`src/rtl/zir_pkg.sv`:
```
// Shared definitions for the IR capture run controller: the state encoding and
// the 48 MHz cycle-count constants used for the power-on delay and the frame watchdog.
package zir_pkg;

    typedef enum logic [2:0] {
        ST_DELAY    = 3'd0,
        ST_REQ      = 3'd1,
        ST_RUN      = 3'd2,
        ST_DONE     = 3'd3,
        ST_WAIT_ACK = 3'd4,
        ST_HALT     = 3'd5
    } zir_state_t;

    localparam int unsigned CLK_HZ              = 48_000_000;
    localparam logic [31:0] POR_DELAY_1S        = 32'(CLK_HZ);
    localparam logic [23:0] FRAME_TIMEOUT_250MS = 24'(CLK_HZ / 4);

endpackage

```
`src/rtl/zir_pclk_sim.sv`:
```
// Free-running pixel-clock stand-in for sensor-less bring-up: oPCLK toggles
// every DIV enabled iClk cycles, so its period is 2*DIV cycles.
module zir_pclk_sim #(
    parameter int unsigned DIV = 5
) (
    input  logic iClk,
    input  logic iRst,
    input  logic iEn,
    output logic oPCLK
);

    localparam int unsigned   CW   = (DIV > 1) ? $clog2(DIV) : 1;
    localparam logic [CW-1:0] LAST = CW'(DIV - 1);

    logic [CW-1:0] cnt;

    always_ff @(posedge iClk or posedge iRst) begin
        if (iRst) begin
            cnt   <= '0;
            oPCLK <= 1'b0;
        end else if (iEn) begin
            if (cnt == LAST) begin
                cnt   <= '0;
                oPCLK <= ~oPCLK;
            end else begin
                cnt <= cnt + CW'(1);
            end
        end
    end

endmodule

```
`src/rtl/zir_capture_sequencer.sv`:
```
// IR capture run controller: power-on delay, StoreFPGA write request, N-frame (or
// continuous) capture with per-frame watchdog, then oWr_Done/iStore_Ack handshake.
// Optional simulated pixel clock on oPCLK_Sim when ZIR_PCLK_SIM_EN is defined.
module zir_capture_sequencer
    import zir_pkg::*;
#(
    parameter int unsigned        DELAY_W       = 32,
    parameter logic [DELAY_W-1:0] POR_DELAY     = DELAY_W'(POR_DELAY_1S),
    parameter int unsigned        REQ_CYCLES    = 6,
    parameter int unsigned        FRAMES        = 1,
    parameter int unsigned        TMO_W         = 24,
    parameter logic [TMO_W-1:0]   FRAME_TIMEOUT = TMO_W'(FRAME_TIMEOUT_250MS),
    parameter int unsigned        PCLK_DIV      = 5
) (
    input  logic        iClk,
    input  logic        iRst,
    input  logic        iStart,
    input  logic        iWr_Frame_Done,
    input  logic        iStore_Ack,
    output logic        oCapture_En,
    output logic        oDDRWriter_En,
    output logic        oWr_Req,
    output logic        oWr_Done,
    output logic        oBusy,
    output logic        oTimeout,
    output logic [15:0] oFrame_Cnt,
    output logic        oPCLK_Sim
);

    localparam logic [7:0] REQ_LAST = 8'(REQ_CYCLES - 1);

    zir_state_t         state, state_nxt;
    logic [DELAY_W-1:0] delay_cnt;
    logic [7:0]         req_cnt;
    logic [TMO_W-1:0]   wdog_cnt;

    logic               delay_last, req_last, frame_last, wdog_expire, run_frame;
    logic [15:0]        frame_inc;
    logic [TMO_W-1:0]   wdog_inc;

    logic               en_nxt, req_nxt, done_nxt, busy_nxt, timeout_nxt;

    always_comb begin
        delay_last  = (delay_cnt == POR_DELAY - DELAY_W'(1));
        req_last    = (req_cnt == REQ_LAST);
        run_frame   = (state == ST_RUN) && iWr_Frame_Done;
        frame_inc   = oFrame_Cnt + 16'd1;
        frame_last  = (FRAMES != 0) && (frame_inc == 16'(FRAMES));
        wdog_inc    = wdog_cnt + TMO_W'(1);
        // A frame-done in the expiry cycle wins over the watchdog.
        wdog_expire = (FRAME_TIMEOUT != '0) && !iWr_Frame_Done && (wdog_inc == FRAME_TIMEOUT);
    end

    // State register
    always_ff @(posedge iClk or posedge iRst) begin
        if (iRst) begin
            state <= ST_DELAY;
        end else begin
            state <= state_nxt;
        end
    end

    // Next-state logic
    always_comb begin
        state_nxt = state;
        case (state)
            ST_DELAY:    if (delay_last) state_nxt = ST_REQ;
            ST_REQ:      if (req_last)   state_nxt = ST_RUN;
            ST_RUN: begin
                if (iWr_Frame_Done && frame_last) begin
                    state_nxt = ST_DONE;
                end else if (wdog_expire) begin
                    state_nxt = ST_HALT;
                end
            end
            ST_DONE:     state_nxt = ST_WAIT_ACK;
            ST_WAIT_ACK: if (iStore_Ack) state_nxt = ST_HALT;
            ST_HALT:     if (iStart)     state_nxt = ST_REQ;
            default:     state_nxt = ST_DELAY;
        endcase
    end

    // Output logic: next values of the registered outputs, decoded from the next state
    always_comb begin
        en_nxt      = (state_nxt == ST_RUN) && !run_frame;
        req_nxt     = (state_nxt == ST_REQ);
        done_nxt    = (state_nxt == ST_DONE) || (state_nxt == ST_WAIT_ACK);
        busy_nxt    = (state_nxt != ST_HALT);
        timeout_nxt = oTimeout;
        if ((state == ST_HALT) && iStart) begin
            timeout_nxt = 1'b0;
        end else if ((state == ST_RUN) && wdog_expire) begin
            timeout_nxt = 1'b1;
        end
    end

    always_ff @(posedge iClk or posedge iRst) begin
        if (iRst) begin
            oCapture_En   <= 1'b0;
            oDDRWriter_En <= 1'b0;
            oWr_Req       <= 1'b0;
            oWr_Done      <= 1'b0;
            oBusy         <= 1'b0;
            oTimeout      <= 1'b0;
        end else begin
            oCapture_En   <= en_nxt;
            oDDRWriter_En <= en_nxt;
            oWr_Req       <= req_nxt;
            oWr_Done      <= done_nxt;
            oBusy         <= busy_nxt;
            oTimeout      <= timeout_nxt;
        end
    end

    always_ff @(posedge iClk or posedge iRst) begin
        if (iRst) begin
            delay_cnt  <= '0;
            req_cnt    <= '0;
            wdog_cnt   <= '0;
            oFrame_Cnt <= '0;
        end else begin
            delay_cnt <= ((state == ST_DELAY) && !delay_last) ? delay_cnt + DELAY_W'(1) : '0;
            req_cnt   <= ((state == ST_REQ) && !req_last) ? req_cnt + 8'd1 : '0;
            wdog_cnt  <= ((state == ST_RUN) && !iWr_Frame_Done && (FRAME_TIMEOUT != '0) && !wdog_expire)
                         ? wdog_inc : '0;
            if (run_frame) begin
                oFrame_Cnt <= frame_inc;
            end else if ((state == ST_HALT) && iStart) begin
                oFrame_Cnt <= '0;
            end
        end
    end

`ifdef ZIR_PCLK_SIM_EN
    zir_pclk_sim #(
        .DIV (PCLK_DIV)
    ) u_pclk_sim (
        .iClk  (iClk),
        .iRst  (iRst),
        .iEn   (state != ST_DELAY),
        .oPCLK (oPCLK_Sim)
    );
`else
    logic pclk_div_unused;
    assign pclk_div_unused = (PCLK_DIV == 0);
    assign oPCLK_Sim       = 1'b0;
`endif

endmodule

```
`config.mk`:
```
export PLATFORM = sky130hd
export DESIGN_NAME = zir_capture_sequencer
export DESIGN_NICKNAME = d
export VERILOG_FILES = /design/src/rtl/zir_pkg.sv /design/src/rtl/zir_pclk_sim.sv /design/src/rtl/zir_capture_sequencer.sv
export SDC_FILE = /design/constraint.sdc
export NUM_CORES = 1
export LEC_CHECK = 0
export ABC_AREA = 1
export CORE_ASPECT_RATIO = 1.4
export CORE_MARGIN = 4
export CORE_UTILIZATION = 50
export DETAILED_ROUTE_END_ITERATION = 12
export GPL_ROUTABILITY_DRIVEN = 0
export PLACE_DENSITY_LB_ADDON = 0.08
export SETUP_SLACK_MARGIN = 0.02
export SYNTH_ARGS = -nofsm -noshare
export SYNTH_HDL_FRONTEND = slang
export SYNTH_SLANG_ARGS = --single-unit
```
`constraint.sdc`:
```
create_clock -name iClk -period 3.3 [get_ports iClk]
set_input_delay 0.825 -clock iClk [delete_from_list [all_inputs] [get_ports iClk]]
set_output_delay 0.825 -clock iClk [all_outputs]
set_load 0.05 [all_outputs]
```
==> results.json, run 1 <==
{
  "yosysMostFrequentCell": "nand2_1",
  "ys_seq_area_frac": 0.439,
  "setup_viol": 0,
  "yosys_warnings": 0,
  "drc_errors": 0,
  "met2_usage": 0.383,
  "crit_slowest_cell": "clkdlybuf4s50_1",
  "syn-cell-area_um2": 5020,
  "cp_cell_sequence": "clkdlybuf4s50_1",
  "min_period_ps": 2480,
  "dieArea_um2": 11700,
  "synth-edff-count": 0,
  "wl_um": 11300,
  "io_pins": 28,
  "avgRoutedWirePerCell_um": 13.2,
  "final_antenna_net_count": 0,
  "cts_setup_buffers": 0,
  "holdWs_ps": 498,
  "holdPathEnd": "req_cnt[0]$_DFF_PP0_",
  "clock-sinks": 88,
  "die_w_um": 92.7,
  "slew_headroom": 0.595,
  "ir_worst_vdd_uv": 436,
  "cpLargestDelayFamily": "buffers and inverters",
  "first_pass_iters": 5,
  "synth_seq_cells": 88,
  "drtIter0Drc": 136,
  "use_met3": 0.0332,
  "top_usage_layer": "met2",
  "syn_area_per_cell_um2": 7.39,
  "max_freq_mhz": 403,
  "n_antenna_cell": 0,
  "power_mw": 3.42,
  "grt_max_degree": 57,
  "use_met1": 0.246,
  "synth_cells": 679,
  "cts_made_buffers": 9,
  "via_per_inst": 5.18,
  "vias": 4411,
  "grt_use_total": 0.210,
  "critPathMaxStageDelay_ps": 850,
  "fin_skew_ps": 7.00,
  "worst_slew_pin_slew_ps": 606,
  "yosys.area.top_type": "dfrtp_1",
  "cp-start-kind": "register",
  "synth_common_cells": "157 x nand2_1, 99 x nor2_1, 91 x inv_1, 88 x dfrtp_1, 39 x nand3_1",
  "netlist.area_leader.share": 0.439,
  "r2r_start": "wdog_cnt[0]$_DFF_PP0_",
  "overflow": 0,
  "critPathCaptureType": "output pin",
  "htree_levels": 3,
  "port_buffers": 26,
  "critPathRequiredTime_ps": 2470,
  "min_period_over_period": 0.752,
  "rsz0062_at_grt": "no",
  "power.density_nw_per_um2": 597,
  "clockBufferDepth": 2,
  "synth-async-reset-ratio": 1.00,
  "nNetsFinal": 723,
  "p_clk_frac": 0.298,
  "whs_path_depth": 1,
  "hpwlAfterDp_um": 8470,
  "swShare": 0.375,
  "reg2reg_depth": 11,
  "cts_tree": "done",
  "cts-resized-gates": 0,
  "synth_area_leaders": "dfrtp_1 44%, nand2_1 12%, nor2_1 7.4%",
  "row_count": 43,
  "core_um2": 9850,
  "combPwrFrac": 0.310,
  "p_leak_nw": 2.41,
  "p_int_mw": 2.14,
  "r2r_end": "wdog_cnt[15]$_DFF_PP0_",
  "path_class": "reg -> out",
  "layout-drive-gt1-share": 0.0601,
  "clock_latency_ps": 340,
  "clk_pin_slew_worst_paths_ps": 60,
  "cp_num_buf_inv": 1,
  "cp_max_fo": 6,
  "start_util": 0.509,
  "status": "complete, no violations",
  "cts_hold_buf": 0,
  "finalHoldViolations": 0,
  "grt_antenna_before_repair": 0,
  "pwr-share-seq": 0.393,
  "hold_path.class": "reg -> reg",
  "cts_root_buffer": "clkbuf_16",
  "grt_first_pass_wirelength_um": 19900,
  "drv_slew": 0,
  "min-delay-start": "req_cnt[0]$_DFF_PP0_",
  "synth_cell_types": 36,
  "utilization": 0.582,
  "synth_top_flop_cell": "dfrtp_1",
  "first_global_vias": 4466,
  "p_sw_mw": 1.28,
  "synth_nets": 691,
  "maxCapViolCount": 0,
  "die_y_um": 127,
  "worstPathArrival_ps": 1660,
  "reg2reg_slack_ps": 830,
  "syn_to_final_growth_pct": 14.3,
  "setup_tns_ps": 0
}
[registers in the layout, summed over array words and instances (netlist names)]
name / cells
state: 3
oWr_Req: 1
req_cnt: 8
oFrame_Cnt: 16
oDDRWriter_En: 1
delay_cnt: 32
oBusy: 1
wdog_cnt: 24
oTimeout: 1
oWr_Done: 1
[area by class of cell]
type / instances / area [µm²]
fillers: 953 / 4110
clock buffers: 12 / 246
inverters: 95 / 359
repair buffers: 29 / 295
clock inverters: 4 / 53.8
flip-flops and latches: 88 / 2200
multi-input cells: 488 / 2410
well taps: 135 / 169
[per-layer routing]
layer,share of wire,wire [µm]
met1,0.43,4840
met2,0.53,5930
met3,0.021,232
met4,0.023,256
met5,0,0
[how the worst max path moves through the flow]
stage               cells after the start                      to                       from  slack, ps
global placement                       11   wdog_cnt[9]$_DFF_PP0_             iWr_Frame_Done        690
CTS                                     1           oFrame_Cnt[2]  oFrame_Cnt[2]$_DFFE_PP0P_        790
finish                                  1           oFrame_Cnt[2]  oFrame_Cnt[2]$_DFFE_PP0P_        820
floorplan                               1  delay_cnt[0]$_DFF_PP0_                       iRst        200
global route                           11  wdog_cnt[12]$_DFF_PP0_      wdog_cnt[0]$_DFF_PP0_        570
detailed placement                     11  wdog_cnt[15]$_DFF_PP0_             iWr_Frame_Done        640
[placed cells by master, fill, tap and decap left out, drive strengths merged, types with 2 or more instances in the layout]
master,n
a21oi,27
buf,3
nor2,111
clkinvlp,2
clkinv,6
nand2,165
o21a,2
a211oi,2
and2,2
xor2,14
ha,7
nand4,22
inv,90
xnor2,4
clkbuf,12
o21ai,31
nand3,42
o22ai,6
clkdlybuf4s50,26
dfrtp,88
nor3,36
nand3b,2
nor4,8
o211ai,2
[cell families (layout without fill, tap and decap cells)]
kind of cell / after synthesis / in the layout / synth area share
AOI/OAI and AO/OA: 71 / 71 / 0.0758
xor gates and xnor gates: 18 / 18 / 0.0314
adders and majority gates: 7 / 7 / 0.0175
buffers and inverters: 103 / 140 / 0.0808
and+or+nand+nor: 391 / 391 / 0.355
DFF: 88 / 88 / 0.439
other: 1 / 1 / 0.000748
[worst reg2reg max path, stage by stage (launching register included)]
cell and delay (ps):
dfrtp_1 420, ha_1 240, nand2_1 100, nor2_4 150
nand3_1 170, o21ai_0 250, nand2_1 90, nand3_1 100
nor2_1 70, nand2_2 100, nand3_2 390, a21oi_1 290
[stage by stage]
step	std cells	worst slack [ps]	area, µm²
after floorplan	679	196	5020
after global placement	835	691	5430
after detailed placement	835	642	5430
after CTS	851	789	5730
after global routing	851	567	5730
final	851	820	5730
[power groups by stage]
stage          logic, mW  clock network, mW  registers, mW
6_report            1.06               1.02           1.34
5_1_grt             1.15               1.09           1.37
4_1_cts             1.07               1.04           1.35
3_5_place_dp        1.06                  0           1.36
3_3_place_gp        1.05                  0           1.36
2_1_floorplan      0.438                  0           1.64
Power figures use the tool's default switching activity.
==> run 2, diff against run 1 <==
==> constraint.sdc (replaced) <==
create_clock -name iClk -period 2.1 [get_ports iClk]
set_input_delay 0.525 -clock iClk [delete_from_list [all_inputs] [get_ports iClk]]
set_output_delay 0.525 -clock iClk [all_outputs]
set_load 0.05 [all_outputs]
==> run 2 against run 1 <==
The flow now finishes with violations (negative setup slack). Register-to-register slack worse by 850 ps. Setup slack worse by 840 ps. Clock power is 54% higher. Core utilization is 6.4 points higher. Clock skew is 3.5 ps higher. Power is 59% higher. Sequential share of layout area is 3.8 points lower. Sequential power is 57% higher. Critical endpoint is now wdog_cnt[20]$_DFF_PP0_. Highest routed layer unchanged.
==> results.json, run 2 (same netlist as run 1, synthesis figures left out) <==
{
  "status": "finished with violations",
  "violations": "negative setup slack",
  "rsz0062_at_grt": "yes",
  "cp_max_fo": 12,
  "cp_cell_sequence": "ha_2 > nand2_2 > nor2_4 > nand4_1 > nand2_1 > nand2_1 > nor2_2 > nand3_2 > nor2_4 > nand2_4 > nand3_4 > buf_12 > a21oi_1",
  "drtIter0Drc": 136,
  "clock_latency_ps": 340,
  "setup_viol": 19,
  "final_common_cell": "nand2_1",
  "cts_root_buffer": "clkbuf_16",
  "start_util": 0.509,
  "fill_cells": 913,
  "dieArea_um2": 11700,
  "slew_headroom": 0.609,
  "seq_area_um2": 2210,
  "nNetsFinal": 772,
  "maxCapViolCount": 0,
  "placed_cells": 878,
  "cp-start-kind": "register",
  "final_cell_count_no_fill": 900,
  "min_period_ps": 2120,
  "critPathCaptureType": "register",
  "power.density_nw_per_um2": 857,
  "multi_input_comb_area_um2": 2620,
  "worst_slew_pin_slew_ps": 581,
  "critPathRequiredTime_ps": 2320,
  "reg.largest.list": "delay_cnt: 32 flops, wdog_cnt: 24 flops, oFrame_Cnt: 16 flops",
  "p_leak_nw": 2.83,
  "crit_slowest_cell": "dfrtp_1",
  "finalWorstSetupSlack_ps": -24.3,
  "largest-register": "delay_cnt",
  "core_um2": 9850,
  "via_per_inst": 5.20,
  "max_freq_mhz": 471,
  "hold_path.class": "reg -> reg",
  "syn_to_final_growth_pct": 26.9,
  "path_class": "reg -> reg",
  "clk_pin_slew_worst_paths_ps": 60,
  "first_global_vias": 4712,
  "finalHoldViolations": 0,
  "n_antenna_cell": 0,
  "die_y_um": 127,
  "wl_um": 12500,
  "hpwlAfterDp_um": 9300,
  "fin_skew_ps": 10.5,
  "final_antenna_net_count": 0,
  "cts_made_buffers": 9,
  "postLayoutCellArea_um2": 6370,
  "grt_max_degree": 26,
  "drv_slew": 0,
  "cts_hold_buf": 0,
  "overflow": 0,
  "worstPathArrival_ps": 2350,
  "io_pins": 28,
  "postPlaceCellArea_um2": 5800,
  "htree_levels": 3,
  "min_period_over_period": 1.01,
  "post-place-ws_ps": -107,
  "die_w_um": 92.7,
  "first_pass_iters": 5,
  "grt_first_pass_wirelength_um": 20900,
  "grt_use_total": 0.221,
  "row_count": 43,
  "clock-sinks": 88,
  "drc_errors": 0,
  "avgRoutedWirePerCell_um": 13.9,
  "layout-drive-gt1-share": 0.182,
  "ir_worst_vdd_uv": 676,
  "largest_register_ffs": 32,
  "critPathMaxStageDelay_ps": 390,
  "port_buffers": 26,
  "clockBufferDepth": 2,
  "grt_antenna_before_repair": 0,
  "cts_tree": "done",
  "final_cell_mix": "149 x nand2_1, 90 x inv_1, 88 x nor2_1, 85 x dfrtp_1, 52 x buf_4",
  "holdWs_ps": 486,
  "vias": 4683
}
==> run 2: final timing paths <==
kind                       depth (start not counted)  slack [ps]             startpoint                     end
setup / recovery                                  13         -20  wdog_cnt[1]$_DFF_PP0_  wdog_cnt[20]$_DFF_PP0_
hold / removal                                     1         490   req_cnt[0]$_DFF_PP0_    req_cnt[0]$_DFF_PP0_
setup reg to reg                                  13         -20  wdog_cnt[1]$_DFF_PP0_  wdog_cnt[20]$_DFF_PP0_
hold reg to reg                                    1         490   req_cnt[0]$_DFF_PP0_    req_cnt[0]$_DFF_PP0_
max in group asynchronous                          3        1040                   iRst  wdog_cnt[19]$_DFF_PP0_
min in group asynchronous                          2         570                   iRst  wdog_cnt[10]$_DFF_PP0_
==> run 2: layout make-up <==
type,instances,area share
Clock inverter,3,0.00688
Sequential cell,88,0.346
Timing Repair Buffer,78,0.114
Clock buffer,13,0.0377
Multi-Input combinational cell,488,0.412
Tap cell,135,0.0265
Inverter,95,0.0568
==> run 2: worst max-delay path, delay by kind of cell, from the launching register on <==
| kind | cells | cell delay (ps) |
|---|---|---|
| simple gates | 10 | 1190 |
| flops | 1 | 390 |
| fa+ha+maj | 1 | 200 |
| buf+inv | 1 | 150 |
| compound gates | 1 | 60 |
==> run 2: metal layers <==
layer / up-vias / part of all wire / GRT usage
li1: 2355 / - / -
met4: 0 / 0.031 / 0.0958
met5: - / 0 / 0
met3: 29 / 0.021 / 0.0291
met1: 2235 / 0.38 / 0.234
met2: 64 / 0.57 / 0.428
==> run 2: timing repair <==
| item | in CTS | in global routing |
|---|---|---|
| pin swaps | 2 | 25 |
| buffers inserted | 1 | 4 |
| cloned | 0 | 1 |
| resized for setup | 13 | 53 |
| endpoints found under the setup margin | 33 | 42 |
==> run 2: stage by stage <==
stage	power (mW)	util	setup TNS [ps]
detailed placement	3.94	0.589	-1450
finish	5.46	0.647	-216
global route	5.77	0.647	-4050
CTS	5.50	0.621	-37.4
global placement	3.90	0.589	-1160
floorplan	3.27	-	0
==> run 2: report_power, final <==
part	total (mW)	internal, mW	switching, mW
sequential	2.10	1.90	0.198
clock	1.57	0.924	0.643
combinational	1.79	0.578	1.21
total	5.46	3.40	2.05
